$ cat config.mk
export PLATFORM = sky130hd
export DESIGN_NAME = fifo_serial_tx
export DESIGN_NICKNAME = d
export VERILOG_FILES = /design/src/rtl/fifo_tx_pkg.sv /design/src/rtl/baud_tick.sv /design/src/rtl/fifo_serial_tx.sv
export SDC_FILE = /design/constraint.sdc
export NUM_CORES = 1
export LEC_CHECK = 0
export ABC_AREA = 1
export CAP_MARGIN = 40
export CORE_MARGIN = 2
export CORE_UTILIZATION = 25
export CTS_BUF_LIST = sky130_fd_sc_hd__clkbuf_8
export DETAILED_ROUTE_END_ITERATION = 16
export PLACE_DENSITY = 0.55
export SETUP_SLACK_MARGIN = 0.15
export SLEW_MARGIN = 10
export SYNTH_ARGS = -nofsm -noshare
export SYNTH_HDL_FRONTEND = slang
export SYNTH_SLANG_ARGS = --single-unit
$ cat constraint.sdc
create_clock -name clk -period 1.35 [get_ports clk]
set_clock_uncertainty 0.1 [all_clocks]
set_input_delay 0.2025 -clock clk [delete_from_list [all_inputs] [get_ports clk]]
set_output_delay 0.2025 -clock clk [all_outputs]
set_load 0.1 [all_outputs]
$ cat src/rtl/fifo_tx_pkg.sv
// rtl/fifo_tx_pkg.sv - shared state encoding and defaults for the FIFO serial transmitter
package fifo_tx_pkg;

  localparam int DEF_DATA_W = 4;
  localparam int DEF_BAUD_DIV = 4;
  localparam logic IDLE_LEVEL = 1'b1;

  typedef enum logic [2:0] {
    IDLE,
    FETCH,
    LOAD,
    START,
    DATA,
    PARITY,
    STOP
  } tx_state_t;

endpackage

$ cat src/rtl/baud_tick.sv
// rtl/baud_tick.sv - bit-period down-counter; tick marks the last clk of each bit
module baud_tick #(
  parameter int BAUD_DIV = 4
) (
  input  logic clk,
  input  logic rst,
  input  logic clear,
  output logic tick
);

  localparam int CW = (BAUD_DIV > 1) ? $clog2(BAUD_DIV) : 1;
  localparam logic [CW-1:0] TOP = CW'(BAUD_DIV - 1);

  logic [CW-1:0] cnt;

  // Held at TOP while cleared so the first bit of a frame gets a full period.
  always_ff @(posedge clk or posedge rst) begin
    if (rst) begin
      cnt <= '0;
    end else if (clear || cnt == '0) begin
      cnt <= TOP;
    end else begin
      cnt <= cnt - 1'b1;
    end
  end

  assign tick = !clear && (cnt == '0);

endmodule

$ cat src/rtl/fifo_serial_tx.sv
// rtl/fifo_serial_tx.sv - pops words from the FIFO and sends them as async serial frames
module fifo_serial_tx
  import fifo_tx_pkg::*;
#(
  parameter int DATA_W    = DEF_DATA_W,
  parameter int BAUD_DIV  = DEF_BAUD_DIV,
  parameter bit PARITY_EN = 1'b1
) (
  input  logic              clk,
  input  logic              rst,
  input  logic              enable,
  input  logic              fifo_empty,
  input  logic [DATA_W-1:0] fifo_data,
  output logic              fifo_rd_en,
  output logic              tx,
  output logic              busy,
  output logic              frame_done
);

  localparam int BW = $clog2(DATA_W + 1);
  localparam logic [BW-1:0] LAST_BIT = BW'(DATA_W - 1);

  tx_state_t         state;
  tx_state_t         next_state;
  logic [DATA_W-1:0] shreg;
  logic              parity;
  logic [BW-1:0]     bit_cnt;
  logic              baud_clear;
  logic              tick;

  baud_tick #(
    .BAUD_DIV(BAUD_DIV)
  ) u_baud_tick (
    .clk  (clk),
    .rst  (rst),
    .clear(baud_clear),
    .tick (tick)
  );

  always_ff @(posedge clk or posedge rst) begin
    if (rst) begin
      state <= IDLE;
    end else begin
      state <= next_state;
    end
  end

  // All outputs decode from state and registers only, never directly from inputs.
  always_comb begin
    next_state = state;
    tx         = IDLE_LEVEL;
    fifo_rd_en = 1'b0;
    busy       = 1'b1;
    frame_done = 1'b0;
    baud_clear = 1'b0;
    case (state)
      IDLE: begin
        busy       = 1'b0;
        baud_clear = 1'b1;
        if (enable && !fifo_empty) next_state = FETCH;
      end
      FETCH: begin
        fifo_rd_en = 1'b1;
        baud_clear = 1'b1;
        next_state = LOAD;
      end
      LOAD: begin
        baud_clear = 1'b1;
        next_state = START;
      end
      START: begin
        tx = 1'b0;
        if (tick) next_state = DATA;
      end
      DATA: begin
        tx = shreg[0];
        if (tick && bit_cnt == LAST_BIT) next_state = PARITY_EN ? PARITY : STOP;
      end
      PARITY: begin
        tx = parity;
        if (tick) next_state = STOP;
      end
      STOP: begin
        if (tick) begin
          frame_done = 1'b1;
          next_state = IDLE;
        end
      end
      default: begin
        busy       = 1'b0;
        baud_clear = 1'b1;
        next_state = IDLE;
      end
    endcase
  end

  always_ff @(posedge clk or posedge rst) begin
    if (rst) begin
      shreg   <= '0;
      parity  <= 1'b0;
      bit_cnt <= '0;
    end else begin
      case (state)
        LOAD: begin
          shreg  <= fifo_data;
          parity <= ^fifo_data;
        end
        START: bit_cnt <= '0;
        DATA: begin
          if (tick) begin
            shreg   <= shreg >> 1;
            bit_cnt <= bit_cnt + 1'b1;
          end
        end
        default: ;
      endcase
    end
  end

endmodule

## Yosys cells after proc, flatten, opt, wreduce, memory -nomap -nowiden

Index checks and enable logic that the tools add are counted.

| storage, ports and cells | value |
|---|---|
| register bits after elaboration | 13 |
| input port bits | 8 |

| cells by class | value |
|---|---|
| $add $sub $neg | 2 |
| equality and inequality tests | 13 |
| mux-type cells | 17 |
| reductions and logical operators | 15 |

Operators with widths:

| cell | count |
|---|---|
| case mux 3 bit (7 select lines) | 1 |
| 2-to-1 mux 3 bit | 6 |
| != test 2 bit (second input constant) | 6 |
| equality test 3 x 2 -> 1 bit (second input constant) | 3 |
| equality test 3 bit (second input constant) | 3 |
| case mux 4 bit (2 select lines) | 1 |
| case mux 3 bit (2 select lines) | 1 |
| OR reduction 6 bit | 1 |
| 2-to-1 mux 1 bit | 5 |
| AND reduction 5 bit | 1 |
| 2-to-1 mux 4 bit | 1 |
| AND reduction 2 bit | 2 |
| nonzero test 2 bit | 2 |
| OR reduction 4 bit | 1 |
| parity 4 bit | 1 |
| adder 3 x 1 -> 3 bit (second input constant) | 1 |
| equality test 3 x 1 -> 1 bit (second input constant) | 1 |
| logical AND 1 bit | 3 |
| zero test 3 bit | 1 |
| case mux 1 bit (3 select lines) | 1 |
| zero test 2 bit | 1 |
| 2-to-1 mux 2 bit | 1 |
| subtractor 2 x 1 -> 2 bit (second input constant) | 1 |
| zero test 1 bit | 1 |
| logical OR 1 bit | 1 |

## Longest topological paths before layout

| logic depth | value |
|---|---|
| word-level depth | 6 |
| mapped depth | 9 |
| depth with buffers taken out | 9 |

## Modules after synthesis

From an unflattened synthesis, not the netlist that was laid out.

| second synthesis, totals | value |
|---|---|
| cells, all modules | 108 |
| area, all modules | 855.8 um^2 |

By module, submodules not included:

| module | times used | cells each | area each (um^2) |
|---|---|---|---|
| fifo_serial_tx | 1 | 97 | 760.7 |
| baud_tick | 1 | 11 | 95.1 |

## Least setup slack after synthesis

Ideal clock, no wire load.

| timing path | value |
|---|---|
| path type | reg-to-output |
| start point | register state[1] |
| end point | output port tx |
| arrival time | 2.257 ns |
| data required time | 1.048 ns |
| setup slack | -1.209 ns |
| cell stages (with the launch flop) | 5 |
| path buffers | 1 |
| cells stage by stage | dfrtp_1 > buf_12 > inv_1 > nand2_1 > o221ai_1 |

| between the ends | value |
|---|---|
| longest elaborated chain between the ends | 2 |
| elaborated cells between the ends (all ways) | 4 |
| those cells by class | eq/ne: 3; mux: 1 |

Ends and longest elaborated chain:

| what | RTL line | text |
|---|---|---|
| start, declared | fifo_serial_tx.sv:23 | `tx_state_t state;` |
| start signal, assigned | fifo_serial_tx.sv:44 | `state <= next_state;` |
| equality test 3 bit or equality test 3 x 2 -> 1 bit (tied branches) | fifo_serial_tx.sv:56 | `case (state)` |
| case mux 1 bit (3 select lines) (*) | fifo_serial_tx.sv:56 |  |
| end, declared | fifo_serial_tx.sv:15 | `output logic tx,` |

Mark *: on every way between the ends. The rest lies on a longest branch, timed or not.

## Worst setup path in the final report

| timing path | value |
|---|---|
| start point | register state[2] |
| end point | output port tx |

Same word-level chain as after synthesis.

==> results.ini <==
[layout]
final_cell_mix = buf_4, nand2_1, inv_1, dfrtp_1, nand3_2
final_util_pct = 44.6
postLayoutCellArea_um2 = 1480
regArea_um2 = 328
diodes = 0
layout.cells.most_common = buf_4
fill_cells = 336
drive_above_1_share_pct = 54.1
nets = 158
area_growth_pct = 71.9
multiInputGateArea_um2 = 591

[route]
via_per_inst = 4.29
wire_per_inst_um = 11.4
drt_iter0_drc = 22
drt_first_pass_iters = 3
drc = 0
ant_nets = 0
vias = 824
drt_wl_total_um = 2190

[pwr]
power.density_nw_per_um2 = 2390
p_leak_nw = 0.694
vdd_drop_max_mv = 1.44

[timing]
clock.fmax_mhz = 636
timing.max_slew.rel_slack_pct = 79.8
finalCritPeriodShare_pct = 117
setup_viol = 14
worstMarginPinSlew_ns = 0.301
period_minus_slack_ns = 1.57
setup_ws_ns = -0.223
report.final.slew_viol_count = 0
rsz0062_at_grt = yes
hold_ws_ns = 0.155
finalHoldViolCount = 0

[clock_tree]
clockBufferDepth = 2
cts-root-buf = clkbuf_8
insertion_delay_ns = 0.24
cts.sinks = 13
clkTransAtPathRegs_ns = 0.06
cts_inserted_buffers = 3
htree_levels = 1
cts_tree = done

[synth]
synth_compound_area_share_pct = 8.60
ys_types = 21
yosys.area.top_type = dfrtp_1
synth_mux_area_share_pct = 0
synthSimpleGateAreaFrac_pct = 32.4
netlist_top_cells_area = dfrtp_1, nand2_1, inv_1
synth_seq_cells = 13
yosysWarnings = 0
syn_avg_cell_area_um2 = 8.10
syn-num-nets = 117
synth_xor_area_share_pct = 4.08
netlist_instances = 106
yosysTopAreaCellShare_pct = 37.9
ys_seq_area_share_pct = 37.9
synth_area_um2 = 858
synth_top_family_by_area = simple AND/OR/NAND/NOR gates
synth_adder_area_share_pct = 4.37

[floorplan]
rows = 21
initial_core_util_pct = 25.9
coreArea_um2 = 3310
dieWidth_um = 62.6
ios = 12
chipHeight_um = 62.6
dieArea_um2 = 3920

[setup_path]
crit_fanout = 6
worst-r2r-cell-count = 9
worstPathCellList = buf_6, nand2_4, o221ai_4, buf_12
rr_startpoint = state[1]
crit_slowest_cell = dfrtp_2
endpoint_kind = output pin
worstReg2RegEnd = state[1]
slowest_delay_ns = 0.44
path_class = flip-flop to output pin
cp.arrival_ns = 1.27
r2r_slack_ns = -0.08
crit_required_ns = 1.05
crit_path_start_kind = flip-flop

[placement]
dpl_cell_area_um2 = 1190
dp_hpwl_um = 1530
place_ws_ns = -0.0852
port_buffers = 11
gp_congestion = 0.844

[grt]
grt_pass1_wl_um = 3690
grt_usage_pct = 12.0
grt_pass1_vias = 863
grt.overflow.total = 0
grt_max_degree = 14
antenna_found_initial = 0

[status]
status = finished with violations
violations = negative setup slack

[worst_hold_path]
hp-class = primary input to async pin

[job]
maxCapViolCount = 0

## power by group
| part | switching, W | total (W) | internal (W) |
|---|---|---|---|
| registers | 0.000120 | 0.000669 | 0.000550 |
| logic | 0.00143 | 0.00251 | 0.00107 |
| clock network | 0.000141 | 0.000342 | 0.000201 |
| total | 0.00169 | 0.00352 | 0.00182 |
## flip-flops by register name, indices dropped and copies added (netlist names)
name             count
bit_cnt              3
state                3
shreg                4
parity               1
u_baud_tick.cnt      2
## logic make-up after synthesis
| kind of cell | after synthesis |
|---|---|
| XOR/XNOR | 4 |
| buffers and inverters | 20 |
| AO/OA/AOI/OAI | 13 |
| AND/OR/NAND/NOR | 53 |
| flip-flops | 13 |
| adder cells (fa/ha/maj) | 3 |
## through the flow
step           setup TNS, ns  cells  power (W)
2_1_floorplan          -2.59    106    0.00193
3_3_place_gp          -0.207    178    0.00258
3_5_place_dp          -0.353    178    0.00260
4_1_cts                -1.40    190    0.00326
5_1_grt                -2.24    192    0.00377
6_report               -1.32    192    0.00352
## per-layer routing
metal / share of wire [%] / global-route usage (%)
met2: 56 / 21.1
met3: 2.6 / 1.98
met4: 0.50 / 5.56
met5: 0 / 0
met1: 41 / 14.2
## worst max-delay path: cells and delay by family, from the launching register on
family | cells | cell delay [ns]
AND/OR/NAND/NOR | 1 | 0.05
AO/OA/AOI/OAI | 1 | 0.19
buffers and inverters | 2 | 0.34
flip-flops | 1 | 0.44
## cell type report
cell class,instances,share of cell area [%]
clock buffers,3,2.80
clock inverters,1,0.254
inverters,17,4.83
multi-input cells,73,40.0
flip-flops and latches,13,22.2
well taps,46,3.90
repair buffers,39,26.0
## Yosys cell counts, drive strengths merged
cell,instances
nand2,34
inv,17
dfrtp,13
nand3,13
o21ai,9
nor2,4
buf,3
ha,3
nand4,2
o211ai,2
xnor2,2
xor2,2
a21oi,1
o221ai,1
## worst max path at each step
stage             start    endpoint  slack (ns)
3_3_place_gp   state[0]  fifo_rd_en       -0.08
4_1_cts        state[0]          tx       -0.22
3_5_place_dp   state[2]    state[1]       -0.09
6_report       state[2]          tx       -0.22
2_1_floorplan  state[2]        busy       -0.99
5_1_grt        state[2]          tx       -0.27
## repair_timing
item                       4_1_cts  5_1_grt
buffers inserted                 8        2
hold buffers                     0        0
setup endpoints to repair       17       17
pin swaps                        6       10
resized for setup               17       32
Power figures use the tool's default switching activity.
